## config.mk

```make
export PLATFORM = sky130hd
export DESIGN_NAME = panel_mem_ctrl
export DESIGN_NICKNAME = d
export VERILOG_FILES = /design/src/rtl/panel_mem_ctrl.sv
export SDC_FILE = /design/constraint.sdc
export NUM_CORES = 1
export LEC_CHECK = 0
export CAP_MARGIN = 20
export CORE_MARGIN = 8
export CORE_UTILIZATION = 47
export CTS_BUF_LIST = sky130_fd_sc_hd__clkbuf_4 sky130_fd_sc_hd__clkbuf_8
export CTS_CLUSTER_DIAMETER = 200
export CTS_CLUSTER_SIZE = 25
export DETAILED_ROUTE_END_ITERATION = 12
export PLACE_DENSITY = 0.71
export SLEW_MARGIN = 20
export SYNTH_ARGS = -nofsm -noshare
export SYNTH_HDL_FRONTEND = slang
export SYNTH_SLANG_ARGS = --single-unit
```

## constraint.sdc

```tcl
create_clock -name clk -period 7.1 [get_ports clk]
set_input_delay 2.13 -clock clk [delete_from_list [all_inputs] [get_ports clk]]
set_output_delay 2.13 -clock clk [all_outputs]
set_load 0.01 [all_outputs]
```

## src/rtl/panel_mem_ctrl.sv

```systemverilog
// rtl/panel_mem_ctrl.sv - front-panel memory request controller with paged digit entry
// Optional feature: PANEL_AUTOINC_EN bumps the address after a completed read/write.
module panel_mem_ctrl #(
  parameter int ADDR_W  = 25,
  parameter int DATA_W  = 16,
  parameter int SW_W    = 4,
  parameter int TIMEOUT = 1024
) (
  input  logic              clk,
  input  logic              rst,
  input  logic              key0,
  input  logic              key1,
  input  logic [SW_W-1:0]   sw,
  input  logic              memDone,
  input  logic [DATA_W-1:0] memOut,
  output logic [1:0]        modeOutput,
  output logic [1:0]        stageLevel,
  output logic [7:0]        pageIdx,
  output logic [ADDR_W-1:0] memoryAddress,
  output logic [DATA_W-1:0] ioDataOut,
  output logic [4*SW_W-1:0] displayData,
  output logic              ioDone,
  output logic              err
);
  localparam int DISP_W = 4 * SW_W;
  localparam int AP     = (ADDR_W + DISP_W - 1) / DISP_W;
  localparam int DP     = (DATA_W + DISP_W - 1) / DISP_W;
  localparam int AW_P   = AP * DISP_W;
  localparam int DW_P   = DP * DISP_W;
  localparam int CNT_W  = $clog2(TIMEOUT);
  localparam logic [1:0] M_CLEAR = 2'b00, M_WRITE = 2'b10, M_READ = 2'b01, M_IDLE = 2'b11;

  typedef enum logic [3:0] {
    S_IDLE, S_CLEAR, S_WRITE, S_READ, S_ADDR, S_DATA, S_ISSUE, S_WAIT, S_SHOW
  } state_t;

  state_t            r_state, w_next;
  logic              r_key0_q, r_key0_p, r_key1_q, r_key1_p;
  logic [SW_W-1:0]   r_sw_q, r_sw_p;
  logic              w_k0, w_k1, w_done, w_timeout;
  logic [SW_W-1:0]   w_sw_evt;
  logic [1:0]        r_mode, w_mode_next, r_stage, w_stage_next;
  logic [7:0]        r_page, w_page_next;
  logic [CNT_W-1:0]  r_cnt;
  logic [ADDR_W-1:0] r_addr, w_addr_next;
  logic [DATA_W-1:0] r_data, w_data_next, r_result, w_result_next;
  logic [AW_P-1:0]   w_addr_pad, w_addr_ext;
  logic [DW_P-1:0]   w_data_pad, w_data_ext, w_res_ext;
  logic [DISP_W-1:0] r_disp, w_disp_next;
  logic              r_io_done, r_err;

  function automatic state_t mode_state(input logic [1:0] m);
    case (m)
      M_WRITE: return S_WRITE;
      M_READ:  return S_READ;
      default: return S_CLEAR;
    endcase
  endfunction

  assign w_k0      = r_key0_q & ~r_key0_p;
  assign w_k1      = r_key1_q & ~r_key1_p;
  assign w_sw_evt  = r_sw_q & ~r_sw_p;
  assign w_done    = (r_state == S_WAIT) && memDone;
  // memDone in the final WAIT cycle beats the timeout
  assign w_timeout = (r_state == S_WAIT) && !memDone && (r_cnt == CNT_W'(TIMEOUT - 1));

  always_ff @(posedge clk) begin
    if (rst) r_state <= S_IDLE;
    else     r_state <= w_next;
  end

  always_comb begin
    w_next      = r_state;
    w_page_next = r_page;
    w_mode_next = r_mode;
    case (r_state)
      S_IDLE: if (w_k0) begin
        w_next      = S_CLEAR;
        w_mode_next = M_CLEAR;
      end
      S_CLEAR, S_WRITE, S_READ: begin
        if (w_k0) begin
          case (r_mode)
            M_CLEAR: begin w_next = S_WRITE; w_mode_next = M_WRITE; end
            M_WRITE: begin w_next = S_READ;  w_mode_next = M_READ;  end
            default: begin w_next = S_CLEAR; w_mode_next = M_CLEAR; end
          endcase
        end else if (w_k1) begin
          w_page_next = 8'd0;
          w_next      = (r_state == S_CLEAR) ? S_ISSUE : S_ADDR;
        end
      end
      S_ADDR: begin
        if (w_k0) begin
          w_next      = mode_state(r_mode);
          w_page_next = 8'd0;
        end else if (w_k1) begin
          if (r_page != 8'(AP - 1)) w_page_next = r_page + 8'd1;
          else begin
            w_page_next = 8'd0;
            w_next      = (r_mode == M_WRITE) ? S_DATA : S_ISSUE;
          end
        end
      end
      S_DATA, S_SHOW: begin
        if (w_k0) begin
          w_next      = mode_state(r_mode);
          w_page_next = 8'd0;
        end else if (w_k1) begin
          if (r_page != 8'(DP - 1)) w_page_next = r_page + 8'd1;
          else begin
            w_page_next = 8'd0;
            w_next      = (r_state == S_DATA) ? S_ISSUE : mode_state(r_mode);
          end
        end
      end
      S_ISSUE: w_next = S_WAIT;
      S_WAIT: begin
        if (w_done) begin
          w_page_next = 8'd0;
          w_next      = (r_mode == M_READ) ? S_SHOW : mode_state(r_mode);
        end else if (w_timeout) begin
          w_page_next = 8'd0;
          w_next      = S_SHOW;
        end
      end
      default: w_next = S_IDLE;
    endcase
  end

  // Each digit is incremented inside its own nibble of a padded copy; padding bits are dropped,
  // which gives the partial-top-digit wrap and ignores digits beyond the field.
  always_comb begin
    w_addr_pad = '0;
    w_addr_pad[ADDR_W-1:0] = r_addr;
    w_data_pad = '0;
    w_data_pad[DATA_W-1:0] = r_data;
    for (int i = 0; i < SW_W; i++) begin
      if (w_sw_evt[i] && r_state == S_ADDR)
        w_addr_pad[int'(r_page)*DISP_W + 4*i +: 4] = w_addr_pad[int'(r_page)*DISP_W + 4*i +: 4] + 4'd1;
      if (w_sw_evt[i] && r_state == S_DATA)
        w_data_pad[int'(r_page)*DISP_W + 4*i +: 4] = w_data_pad[int'(r_page)*DISP_W + 4*i +: 4] + 4'd1;
    end
    w_addr_next = w_addr_pad[ADDR_W-1:0];
    w_data_next = w_data_pad[DATA_W-1:0];
`ifdef PANEL_AUTOINC_EN
    if (w_done && r_mode != M_CLEAR) w_addr_next = r_addr + ADDR_W'(1);
`endif
    w_result_next = r_result;
    if (w_done)         w_result_next = memOut;
    else if (w_timeout) w_result_next = '1;
  end

  always_comb begin
    w_addr_ext = '0;
    w_addr_ext[ADDR_W-1:0] = w_addr_next;
    w_data_ext = '0;
    w_data_ext[DATA_W-1:0] = w_data_next;
    w_res_ext  = '0;
    w_res_ext[DATA_W-1:0]  = w_result_next;
    w_disp_next  = '0;
    w_stage_next = 2'd0;
    case (w_next)
      S_ADDR: begin
        w_disp_next  = w_addr_ext[int'(w_page_next)*DISP_W +: DISP_W];
        w_stage_next = 2'd1;
      end
      S_DATA: begin
        w_disp_next  = w_data_ext[int'(w_page_next)*DISP_W +: DISP_W];
        w_stage_next = 2'd2;
      end
      S_SHOW: begin
        w_disp_next  = w_res_ext[int'(w_page_next)*DISP_W +: DISP_W];
        w_stage_next = 2'd3;
      end
      S_ISSUE, S_WAIT: begin
        w_disp_next  = r_disp;
        w_stage_next = 2'd3;
      end
      default: ;
    endcase
  end

  always_ff @(posedge clk) begin
    if (rst) begin
      r_key0_q <= 1'b0; r_key0_p <= 1'b0; r_key1_q <= 1'b0; r_key1_p <= 1'b0;
      r_sw_q <= '0; r_sw_p <= '0;
      r_mode <= M_IDLE; r_stage <= 2'd0; r_page <= 8'd0; r_cnt <= '0;
      r_addr <= '0; r_data <= '0; r_result <= '0; r_disp <= '0;
      r_io_done <= 1'b0; r_err <= 1'b0;
    end else begin
      r_key0_q <= key0; r_key0_p <= r_key0_q;
      r_key1_q <= key1; r_key1_p <= r_key1_q;
      r_sw_q <= sw; r_sw_p <= r_sw_q;
      r_mode <= w_mode_next; r_stage <= w_stage_next; r_page <= w_page_next;
      r_addr <= w_addr_next; r_data <= w_data_next; r_result <= w_result_next;
      r_disp <= w_disp_next;
      r_io_done <= (w_next == S_ISSUE);
      r_cnt <= (r_state == S_WAIT) ? r_cnt + CNT_W'(1) : '0;
      if (w_next == S_ISSUE) r_err <= 1'b0;
      else if (w_timeout)    r_err <= 1'b1;
    end
  end

  assign modeOutput    = r_mode;
  assign stageLevel    = r_stage;
  assign pageIdx       = r_page;
  assign memoryAddress = r_addr;
  assign ioDataOut     = r_data;
  assign displayData   = r_disp;
  assign ioDone        = r_io_done;
  assign err           = r_err;
endmodule

```

==> flow_metrics.py <==
metrics = {
    "layout": {
        "multi_input_area_sq_mm": 0.00351,
        "area_delta_synth_final_pct": 24.1,
        "regArea_sq_mm": 0.00226,
        "diodes": 0,
        "layout_common_cells": "113 x dfxtp_1, 109 x nor2_1, 94 x clkdlybuf4s50_1",
        "fill_cells": 1153,
        "drive_gt1_frac": 0.0872,
        "nets": 825,
        "final_common_cell": "dfxtp_1",
        "final_area_sq_mm": 0.00744,
    },
    "drt": {
        "drc": 0,
        "via_per_inst": 5.92,
        "detail-route-antenna-nets": 0,
        "drtPass1Iterations": 5,
        "vias": 5705,
        "drt_iter0_drc": 542,
        "wl_um": 18200,
        "wire_per_inst_um": 18.9,
    },
    "worst_setup_path": {
        "critPathLaunchType": "input port",
        "worstPathArrival_ns": 5.41,
        "reg2reg_depth": 10,
        "timing.rr.start": "pageIdx[0]",
        "crit_type": "in2reg",
        "cp-end-kind": "flop",
        "slowest_stage": "nor2b_1",
        "cp_cell_sequence": "clkdlybuf4s50_1, nand2_1, o22ai_1, or4_4, a211oi_1, nand3_2, nor2b_1, a221o_1",
        "r2r_end": "displayData[5]",
        "reg2reg_slack_ns": 3.22,
        "max_stage_delay_ns": 0.70,
        "crit_fanout": 18,
        "crit_required_ns": 7.50,
    },
    "place": {
        "placed_cell_area_sq_mm": 0.00702,
        "gp_congestion": 0.933,
        "dpl.hpwl_um": 13500,
        "io_buffers": 95,
    },
    "cts": {
        "clockBufferDepth": 2,
        "postCtsResizedCells": 0,
        "cts-buffers-inserted": 17,
        "clk_pin_slew_ns": 0.07,
        "cts.htree.levels": 4,
        "hold_buffers": 0,
        "clkLatencyLatePin_ns": 0.46,
        "cts_tree": "done",
        "post_cts_buffers": 0,
        "cts-root-buf": "clkbuf_8",
        "clkSinkCount": 113,
    },
    "grt": {
        "globalRouteOverflowTotal": 0,
        "track_usage": 0.224,
        "grt_max_degree": 79,
        "grt_pass1_wl_um": 29000,
        "grt_pass1_vias": 5591,
        "grt_antenna_before_repair": 0,
    },
    "logic_synthesis": {
        "avgSynthCellArea_sq_um": 8.60,
        "synthFlopType": "dfxtp_1",
        "synthArstFlopShare": 0,
        "ys_ff_latch": 113,
        "netlist_instances": 697,
        "synth.yosys.warnings": 0,
        "synth_edf_count": 0,
        "ys_seq_area_frac": 0.377,
        "syn_area_sq_mm": 0.00599,
        "syn_nets": 744,
        "ys_types": 78,
    },
    "min_path": {
        "min_to": "r_sw_p[0]",
        "hold_start": "r_sw_q[0]",
        "min_path_cells": 1,
        "hold_class": "reg2reg",
    },
    "timing": {
        "fin_skew_ns": 0.0105,
        "fin_crit_sh": 0.706,
        "worstMarginPinSlew_ns": 0.988,
        "fmax_mhz": 199,
        "relSlewSlack": 0.332,
        "period_minus_slack_ns": 5.02,
        "setup_viol": 0,
        "rsz0062_at_grt": "no",
        "setup_tns_ns": 0,
        "slew_viol_final": 0,
        "hold_viol_final": 0,
    },
    "power_and_ir_drop": {
        "power.density_mw_per_mm2": 186,
        "ir_drop_uv": 121,
        "leakage_nw": 2.77,
    },
    "floorplanning": {
        "start_util": 0.479,
        "core_sq_mm": 0.0125,
        "die_y_um": 129,
        "placementRows": 41,
        "dieArea_sq_mm": 0.0166,
        "dieWidth_um": 129,
        "top_level_ports": 96,
    },
    "status": {
        "status": "finished clean",
    },
    "run": {
        "cap_violations": 0,
    },
}
==> layout make-up <==
class                      instances  area share
clock inverter                    13      0.0214
clock buffer                      19      0.0343
multi-input combinational        530       0.472
timing repair buffer              99       0.131
sequential                       113       0.304
tap                              172      0.0289
inverter                          17     0.00857
==> synthesized netlist by cell type (12+ instances only) <==
master / number / share of area
nor2_1: 109 / 0.068
nor2b_1: 24 / 0.025
inv_1: 17 / 0.011
nand2b_1: 12 / 0.013
and2_1: 14 / 0.015
ha_1: 22 / 0.046
nand2_1: 23 / 0.014
dfxtp_1: 113 / 0.38
o22ai_1: 23 / 0.024
xnor2_1: 12 / 0.018
nand3_1: 22 / 0.018
clkbuf_1: 29 / 0.018
mux2i_1: 22 / 0.037
nor3_1: 12 / 0.010
a21oi_1: 36 / 0.030
o21ai_0: 31 / 0.026
==> worst max path at each step <==
stage / start / end / slack [ns] / cells past startpoint
2_1_floorplan: memDone / displayData[10] / 2.72 / 9
3_3_place_gp: memDone / displayData[10] / 1.82 / 8
3_5_place_dp: memDone / displayData[10] / 1.70 / 8
4_1_cts: memDone / displayData[10] / 2.19 / 8
5_1_grt: memDone / displayData[5] / 2.03 / 8
6_report: memDone / displayData[5] / 2.08 / 8
==> per-stage QoR <==
| stage | std cells | worst slack (ns) | hold slack, ns | total power [mW] | util |
|---|---|---|---|---|---|
| floorplan | 697 | 2.72 | 0.418 | 0.714 | - |
| global placement | 931 | 1.82 | 0.426 | 0.753 | 0.561 |
| detailed placement | 931 | 1.70 | 0.454 | 0.754 | 0.561 |
| CTS | 963 | 2.19 | 0.483 | 1.39 | 0.594 |
| global route | 963 | 2.03 | 0.491 | 1.43 | 0.595 |
| finish | 963 | 2.08 | 0.478 | 1.38 | 0.595 |
==> layer usage <==
metal,vias to the layer above,track usage,part of all wire
li1,2708,-,-
met1,2747,0.269,0.42
met2,210,0.353,0.47
met3,40,0.0724,0.073
met4,0,0.110,0.037
met5,-,0,0
==> report_power, final <==
| group | leakage, nW | internal [mW] | switching (mW) | total, mW |
|---|---|---|---|---|
| logic | 1.65 | 0.0399 | 0.0487 | 0.0886 |
| registers | 0.914 | 0.642 | 0.00998 | 0.652 |
| clock network | 0.206 | 0.360 | 0.283 | 0.643 |
| total | 2.77 | 1.04 | 0.342 | 1.38 |
==> state kept, by name, summed over array words and instances, names as in the netlist, 3 cells and up, named ones only <==
signal / count
r_state: 4
r_sw_q: 4
displayData: 16
memoryAddress: 25
r_result: 16
pageIdx: 3
r_sw_p: 4
r_cnt: 10
ioDataOut: 16
==> worst max-delay path: cells and delay by family <==
kind / cells / cell delay, ns
AOI/OAI and AO/OA: 3 / 0.83
buffers and inverters: 1 / 0.45
and+or+nand+nor: 4 / 2.00
==> logic make-up (layout without fill, tap and decap cells) <==
logic type | after synthesis | in the layout | synth area share
compound gates | 167 | 167 | 0.192
xor+xnor | 17 | 17 | 0.0248
mux | 30 | 30 | 0.0518
buf+inv | 54 | 148 | 0.0380
flops | 113 | 113 | 0.377
simple gates | 294 | 294 | 0.270
fa+ha+maj | 22 | 22 | 0.0459
(Power assumes the default switching activity.)
